==> src/rtl/comparator_pkg.sv <==
// Shared definitions for the serial magnitude comparator.
//   state_t : two-state sequencer encoding (IDLE, RUN)
//   RES_*   : result codes in {L,E,G} bit order
package comparator_pkg;

  typedef enum logic {
    IDLE = 1'b0,
    RUN  = 1'b1
  } state_t;

  localparam logic [2:0] RES_NONE = 3'b000;
  localparam logic [2:0] RES_L    = 3'b100;
  localparam logic [2:0] RES_E    = 3'b010;
  localparam logic [2:0] RES_G    = 3'b001;

endpackage

==> src/rtl/comparator_digit.sv <==
// Combinational DIGIT-bit magnitude compare with an optional MSB flip.
//   x, y       : digits to compare (unsigned weight)
//   invert_msb : flip the MSB of both digits (two's complement -> offset binary)
//   lt, eq, gt : exactly one is asserted
module comparator_digit #(
  parameter int DIGIT = 1
) (
  input  logic [DIGIT-1:0] x,
  input  logic [DIGIT-1:0] y,
  input  logic             invert_msb,
  output logic             lt,
  output logic             eq,
  output logic             gt
);

  logic [DIGIT-1:0] xm;
  logic [DIGIT-1:0] ym;

  // NOTE: every always_comb output is given a default first, so no path can
  // leave a variable unassigned and infer a latch.
  always_comb begin
    xm            = x;
    ym            = y;
    xm[DIGIT-1]   = x[DIGIT-1] ^ invert_msb;
    ym[DIGIT-1]   = y[DIGIT-1] ^ invert_msb;
  end

  assign lt = (xm <  ym);
  assign eq = (xm == ym);
  assign gt = (xm >  ym);

endmodule

==> src/rtl/comparator_nbit_serial.sv <==
// Registered serial magnitude comparator, MSB-first, DIGIT bits per cycle,
// with early termination at the first differing digit.
//   clk, rst    : clock, synchronous active-high reset
//   start       : request a compare (sampled only while idle)
//   signed_mode : 0 = unsigned, 1 = two's complement (latched with start)
//   a, b        : operands (latched with start)
//   busy        : high while a compare is running
//   done        : one-cycle pulse when L/E/G become valid
//   L, E, G     : a < b, a == b, a > b; held until the next accepted start
module comparator_nbit_serial
  import comparator_pkg::*;
#(
  parameter int WIDTH = 8,
  parameter int DIGIT = 1
) (
  input  logic             clk,
  input  logic             rst,
  input  logic             start,
  input  logic             signed_mode,
  input  logic [WIDTH-1:0] a,
  input  logic [WIDTH-1:0] b,
  output logic             busy,
  output logic             done,
  output logic             L,
  output logic             E,
  output logic             G
);

  localparam int NDIG = WIDTH / DIGIT;
  localparam int CW   = (NDIG > 1) ? $clog2(NDIG) : 1;
  localparam logic [CW-1:0] LAST = CW'(NDIG - 1);

  if (WIDTH < 1 || DIGIT < 1 || DIGIT > WIDTH || (WIDTH % DIGIT) != 0) begin : g_bad_params
    $error("comparator_nbit_serial: WIDTH must be a positive multiple of DIGIT");
  end

  state_t           state;
  state_t           state_next;
  logic [CW-1:0]    cnt;
  logic [WIDTH-1:0] sh_a;
  logic [WIDTH-1:0] sh_b;
  logic             smode;
  logic [2:0]       res;
  logic             done_q;
  logic             finish;
  logic [2:0]       res_digit;
  logic             d_lt;
  logic             d_eq;
  logic             d_gt;

  // Offset-binary only applies to the sign digit, i.e. digit 0.
  comparator_digit #(.DIGIT(DIGIT)) u_digit (
    .x          (sh_a[WIDTH-1 -: DIGIT]),
    .y          (sh_b[WIDTH-1 -: DIGIT]),
    .invert_msb (smode && (cnt == '0)),
    .lt         (d_lt),
    .eq         (d_eq),
    .gt         (d_gt)
  );

  assign res_digit = d_lt ? RES_L : (d_gt ? RES_G : RES_E);

  always_comb begin
    state_next = state;
    finish     = 1'b0;
    case (state)
      IDLE: if (start) state_next = RUN;
      RUN: begin
        if (!d_eq || cnt == LAST) begin
          state_next = IDLE;
          finish     = 1'b1;
        end
      end
      default: state_next = IDLE;
    endcase
  end

  // NOTE: sequential state uses non-blocking assignments so every register
  // samples the pre-edge values, independent of statement order.
  always_ff @(posedge clk) begin
    if (rst) begin
      state  <= IDLE;
      cnt    <= '0;
      sh_a   <= '0;
      sh_b   <= '0;
      smode  <= 1'b0;
      res    <= RES_NONE;
      done_q <= 1'b0;
    end else begin
      state  <= state_next;
      done_q <= finish;
      case (state)
        IDLE: begin
          if (start) begin
            sh_a  <= a;
            sh_b  <= b;
            smode <= signed_mode;
            cnt   <= '0;
            res   <= RES_NONE;
          end
        end
        RUN: begin
          if (finish) begin
            res <= res_digit;
          end else begin
            sh_a <= sh_a << DIGIT;
            sh_b <= sh_b << DIGIT;
            cnt  <= cnt + CW'(1);
          end
        end
        default: ;
      endcase
    end
  end

  assign busy      = (state == RUN);
  assign done      = done_q;
  assign {L, E, G} = res;

endmodule

==> config.mk <==
export PLATFORM = sky130hd
export DESIGN_NAME = comparator_nbit_serial
export DESIGN_NICKNAME = d
export VERILOG_FILES = /design/src/rtl/comparator_pkg.sv /design/src/rtl/comparator_digit.sv /design/src/rtl/comparator_nbit_serial.sv
export SDC_FILE = /design/constraint.sdc
export NUM_CORES = 1
export LEC_CHECK = 0
export CAP_MARGIN = 20
export CELL_PAD_IN_SITES_DETAIL_PLACEMENT = 1
export CELL_PAD_IN_SITES_GLOBAL_PLACEMENT = 1
export CORE_MARGIN = 3
export CORE_UTILIZATION = 38
export CTS_CLUSTER_SIZE = 14
export DETAILED_ROUTE_END_ITERATION = 12
export PLACE_DENSITY_LB_ADDON = 0.3
export SYNTH_ARGS = -nofsm -noshare
export SYNTH_HDL_FRONTEND = slang
export SYNTH_HIERARCHICAL = 1
export SYNTH_SLANG_ARGS = --single-unit
export TNS_END_PERCENT = 100
==> constraint.sdc <==
create_clock -name clk -period 2.3 [get_ports clk]
set_input_delay 0.46 -clock clk [delete_from_list [all_inputs] [get_ports clk]]
set_output_delay 0.46 -clock clk [all_outputs]
set_load 0.02 [all_outputs]
Word level (Yosys, flattened, before mapping)
Index checks and enable logic that the tools add are counted. Widths: inputs -> output; s select.

Flip-flop bits (word level): 25.

Multiplexer cells: 18. $lt $le $gt $ge: 2. Bitwise logic cells: 3. Reductions and logical operators: 7. $add $sub $neg: 1. Equality and inequality tests: 5.

Operator list (count): $mux 8 (4); $pmux 8 s2 (2); $mux 3 (4); $pmux 3 s2 (2); $reduce_and 2->1 (3); $mux 1 (4); $ne 2x2->1 const B (2); $add 3x1->3 const B (1); $eq 3x3->1 const B (1); $logic_not 3->1 (1); $mux 2 (1); $ne 2x1->1 const B (1); $pmux 1 s2 (1); $xor 1x1->1 (2); $eq 1x1->1 (1); $gt 1x1->1 (1); $logic_and 1x1->1 (1); $logic_not 1->1 (1); $logic_or 1x1->1 (1); $lt 1x1->1 (1); $not 1->1 (1).

Depth between registers and ports, before layout
Gate-level depths: netlist (run 1).

Depth in word-level cells: 10. Mapped depth: 10. Depth with buffers taken out: 8.

By module
The synthesis (run 1) kept the hierarchy.

By module, submodules not included: comparator_nbit_serial (sequential area each 500.5 um^2, times used 1, area an instance 1306.3 um^2, cells an instance 151); comparator_digit (sequential area each 0.0 um^2, times used 1, area an instance 60.1 um^2, cells an instance 6).

Worst setup path after synthesis (run 1)
OpenSTA, ideal clock, no wires.

Path type: reg-to-reg. Start point: reg cnt[0]. End point: reg sh_b[5]. Stages on the path, launching flop included: 11. Data arrival time: 1.860 ns. Buffers on the path: 2. Period minus slack after synthesis: 1.948 ns. Path slack: 0.352 ns. Setup time: 0.088 ns. Path through: dfxtp_1 -> inv_1 -> ha_1 -> and3b_1 -> xor2_1 -> ha_1 -> nand2b_1 -> buf_6 -> buf_6 -> nand2_1 -> a311oi_2.

Cells in the longest elaborated chain, start to end: 10. Elaborated cells on any way between the ends: 12.

Ends and longest elaborated chain: from (decl) (line comparator_nbit_serial.sv:39) `logic [CW-1:0] cnt;`; from (signal assigned) (line comparator_nbit_serial.sv:108) `cnt <= cnt + CW'(1);`; $logic_not 3->1 (*) (line comparator_nbit_serial.sv:55) `.invert_msb (smode && (cnt == '0)),`; $logic_and 1x1->1 (*) (line comparator_nbit_serial.sv:55); $xor 1x1->1, on equally long branches (line comparator_digit.sv:24, comparator_digit.sv:25); $eq 1x1->1 (*) (line comparator_digit.sv:29) `assign eq = (xm == ym);`; named net d_eq (line comparator_nbit_serial.sv:48) `logic d_eq;`; $logic_not 1->1 (*) (line comparator_nbit_serial.sv:69) `if (!d_eq || cnt == LAST) begin`; $logic_or 1x1->1 (*) (line comparator_nbit_serial.sv:69); $mux 1 (*) (line comparator_nbit_serial.sv:69); $mux 1 (*) (line comparator_nbit_serial.sv:66) `case (state)`; $ne 2x2->1 (no line) (*); $reduce_and 2->1 (no line) (*); to (signal assigned) (line comparator_nbit_serial.sv:107) `sh_b <= sh_b << DIGIT;`; to (decl) (line comparator_nbit_serial.sv:41) `logic [WIDTH-1:0] sh_b;`.

The timed path passes the listed nets; every way through them passes the cells marked *. A chain may end at the register's enable or synchronous reset.

Worst setup path after layout (run 1)
Start point: reg cnt[0]. End point: reg sh_b[2].

The elaborated chain is that of the path after synthesis.

==> flow_summary.yaml, run 1 <==
floorplanning:
  num_rows: 21
  die_width_um: 65.96
  start_util_pct: 40.31
  die_h_um: 65.96
  core_um2: 3390
  die_area_um2: 4351
  ios: 25
hold_path:
  min_path_cells: 2
  hold_path_end: "smode$_SDFFE_PP0P_"
  hold_class: "register to register"
  min_from: "smode$_SDFFE_PP0P_"
power:
  p_leak_nw: 0.5582
  power_density_nw_per_um2: 667.3
  ir_drop_uv: 381.6
  power.total_mw: 1.097
synth:
  netlist_area_um2: 1366
  syn_inst: 157
  ys_ff_latch: 25
  synth.largest_area_cell: "dfxtp_1"
  ys_seq_area_share_pct: 36.63
  ys_types: 25
  ys_warn_count: 6
  syn_area_per_cell_um2: 8.703
  syn-num-nets: 182
  netlist.area_leader.share_pct: 36.63
  synth_area_leaders: "dfxtp_1 37%, nand2_1 9.6%, a211oi_1 7.7%"
final_layout:
  fin_area_um2: 1644
  layout_common_cells: "35 x nand2_1, 25 x dfxtp_1, 24 x clkdlybuf4s50_1, 15 x nor2b_1, 14 x a211oi_1"
  diodes: 0
  instances_no_fill: 222
  final_nets: 202
  layout.cells.most_common: "nand2_1"
  fill_cells: 402
  drive_gt1_share_pct: 10.23
  syn_to_final_growth_pct: 20.33
global_route:
  grt_pass1_wl_um: 6092
  grtUsageTotal_pct: 17.99
  grt_pass1_vias: 1316
  grt_max_degree: 38
  grt_overflow: 0
  antenna_found_initial: 0
clock_network:
  cts_htree_levels: 1
  clockRootBuffer: "clkbuf_4"
  postCtsHoldBufs: 0
  clock_path_buffers: 2
  insertion_delay_ps: 330
  clk_pin_slew_worst_paths_ps: 150
  cts_sinks: 25
  cts_tree: "yes"
  cts_buffers: 3
worst_setup_path:
  slowest_stage: "dfxtp_1"
  r2r-end: "sh_b[2]$_SDFFE_PP0P_"
  reg2reg_from: "cnt[0]$_SDFFE_PP0P_"
  path_buf_inv: 2
  slowest_delay_ps: 360
  critPathRequiredTime_ps: 2560
  cp.arrival_ps: 2360
  crit_path_max_fanout: 18
  critical-path-top-delay-family: "adder cells"
  cp-start-kind: "register"
  cp_common_cell: "ha_1"
  worstPathCellList: "inv_1 > ha_1 > and3b_1 > xor2_1 > ha_1 > nand2b_1 > buf_6 > nand2_1 > a311oi_2"
  r2r_cells: 9
  rrSetupSlack_ps: 190
  crit_type: "register to register"
  end_kind: "register"
detailed_routing:
  routed_wl_um: 3410
  drcViolationCount: 0
  drtPass1Iterations: 4
  antenna_left: 0
  via_per_inst: 5.423
  wl_per_cell_um: 15.36
  drt_iter0_markers: 48
  vias: 1204
place:
  portBuffers: 24
  globalplace.congestion: 0.6855
  place_area_um2: 1605
  dpl.hpwl_um: 2418
  place_inst: 218
sta:
  min_period_over_period_pct: 91.58
  hold_viol: 0
  layout_min_cycle_time_ps: 2106
  fmax_ghz: 0.4747
  skew_ps: 11.75
  slew_headroom_pct: 73.55
  drv_slew: 0
  finalSetupViolations: 0
  worst_pin_slew_ps: 396.8
outcome:
  outcome: "finished, final reports clean"
flow_run:
  max-cap-violations: 0
## worst reg2reg max path: stages, from the launching register on
cell	delay, ps
dfxtp_1	360
inv_1	80
ha_1	200
and3b_1	230
xor2_1	190
ha_1	320
nand2b_1	100
buf_6	180
nand2_1	100
a311oi_2	280
## where the power goes
| group | switching [mW] | internal [mW] |
|---|---|---|
| Combinational | 0.220 | 0.159 |
| Clock | 0.145 | 0.0654 |
| Sequential | 0.0310 | 0.477 |
## sequential cells by signal, summed over array words and instances (netlist names)
signal and cells:
sh_b 8, done 1, busy 1, smode 1, cnt 3, sh_a 8, res 3
## stage by stage
stage | setup TNS (ps) | util (%) | hold slack [ps] | setup slack, ps
6_report | 0 | 48.50 | 487.4 | 193.6
5_1_grt | -0.1184 | 48.50 | 512.0 | -0.1184
4_1_cts | 0 | 48.17 | 484.3 | 98.43
3_5_place_dp | 0 | 47.36 | 464.8 | 129.3
3_3_place_gp | 0 | 47.36 | 457.7 | 265.6
2_1_floorplan | 0 | - | 432.0 | 351.6
## routing by layer
metal  up-vias  global-route usage, %  part of all wire (%)
met4         0                  7.614                   1.6
met5         -                      0                     0
met1       584                  22.71                    46
li1        597                      -                     -
met3         4                  2.891                   3.5
met2        19                  30.16                    49
## synth_stat cells
cell,number
a221oi_2,1
nand4b_1,1
buf_2,5
nand3_1,6
a311oi_2,7
clkbuf_1,2
a21oi_1,9
nand2b_1,2
a211oi_1,14
a311oi_1,7
nand2_1,35
buf_4,1
dfxtp_1,25
o21ai_0,3
nor2b_1,15
inv_1,2
and2b_2,1
nor2_1,4
ha_1,5
xnor2_1,2
xor2_1,2
buf_1,1
buf_6,4
nand3b_1,1
and3b_1,2
## final cells by class
cell class / count / area [um^2] / area share [%]
clock buffer: 3 / 22.52 / 1.370
clock inverter: 1 / 5.005 / 0.3044
inverter: 2 / 7.507 / 0.4566
multi-input combinational: 117 / 777.0 / 47.26
sequential: 25 / 500.5 / 30.44
tap: 46 / 57.56 / 3.501
timing repair buffer: 28 / 274.0 / 16.67
## repair_timing
item,in CTS,in global routing
endpoints found under the setup margin,0,9
buffers inserted,0,0
gates resized for setup,0,3
## logic make-up (layout without fill, tap and decap cells)
group                      Yosys count  after routing  synth area share [%]
and+or+nand+nor                     67             67                 23.81
AOI/OAI and AO/OA                   41             41                 25.37
DFF                                 25             25                 36.63
buffers and inverters               15             34                 7.051
adders and majority gates            5              5                 4.579
xor gates and xnor gates             4              4                 2.565
## how the worst max path moves through the flow
stage | cells after the start | end | from
finish | 9 | sh_b[2]$_SDFFE_PP0P_ | cnt[0]$_SDFFE_PP0P_
detailed placement | 8 | sh_b[2]$_SDFFE_PP0P_ | cnt[0]$_SDFFE_PP0P_
floorplan | 10 | sh_b[5]$_SDFFE_PP0P_ | cnt[0]$_SDFFE_PP0P_
global placement | 8 | sh_a[1]$_SDFFE_PP0P_ | cnt[0]$_SDFFE_PP0P_
CTS | 8 | sh_b[2]$_SDFFE_PP0P_ | cnt[0]$_SDFFE_PP0P_
global route | 9 | sh_b[1]$_SDFFE_PP0P_ | cnt[0]$_SDFFE_PP0P_
Note: power is estimated with default switching activity, not from simulation.
==> inputs of run 2 (changes only) <==
Settings changed: HOLD_SLACK_MARGIN set to 0.15, TNS_END_PERCENT 100 to unset.
==> results of run 2 <==
No change in the layout: final DEF, timing and power equal those of run 1.
==> inputs of run 3 (changes only) <==
Settings changed: HOLD_SLACK_MARGIN 0.15 to 0.06, TNS_END_PERCENT set to 50.
==> results of run 3 <==
No change in the layout: final DEF, timing and power equal those of run 1.
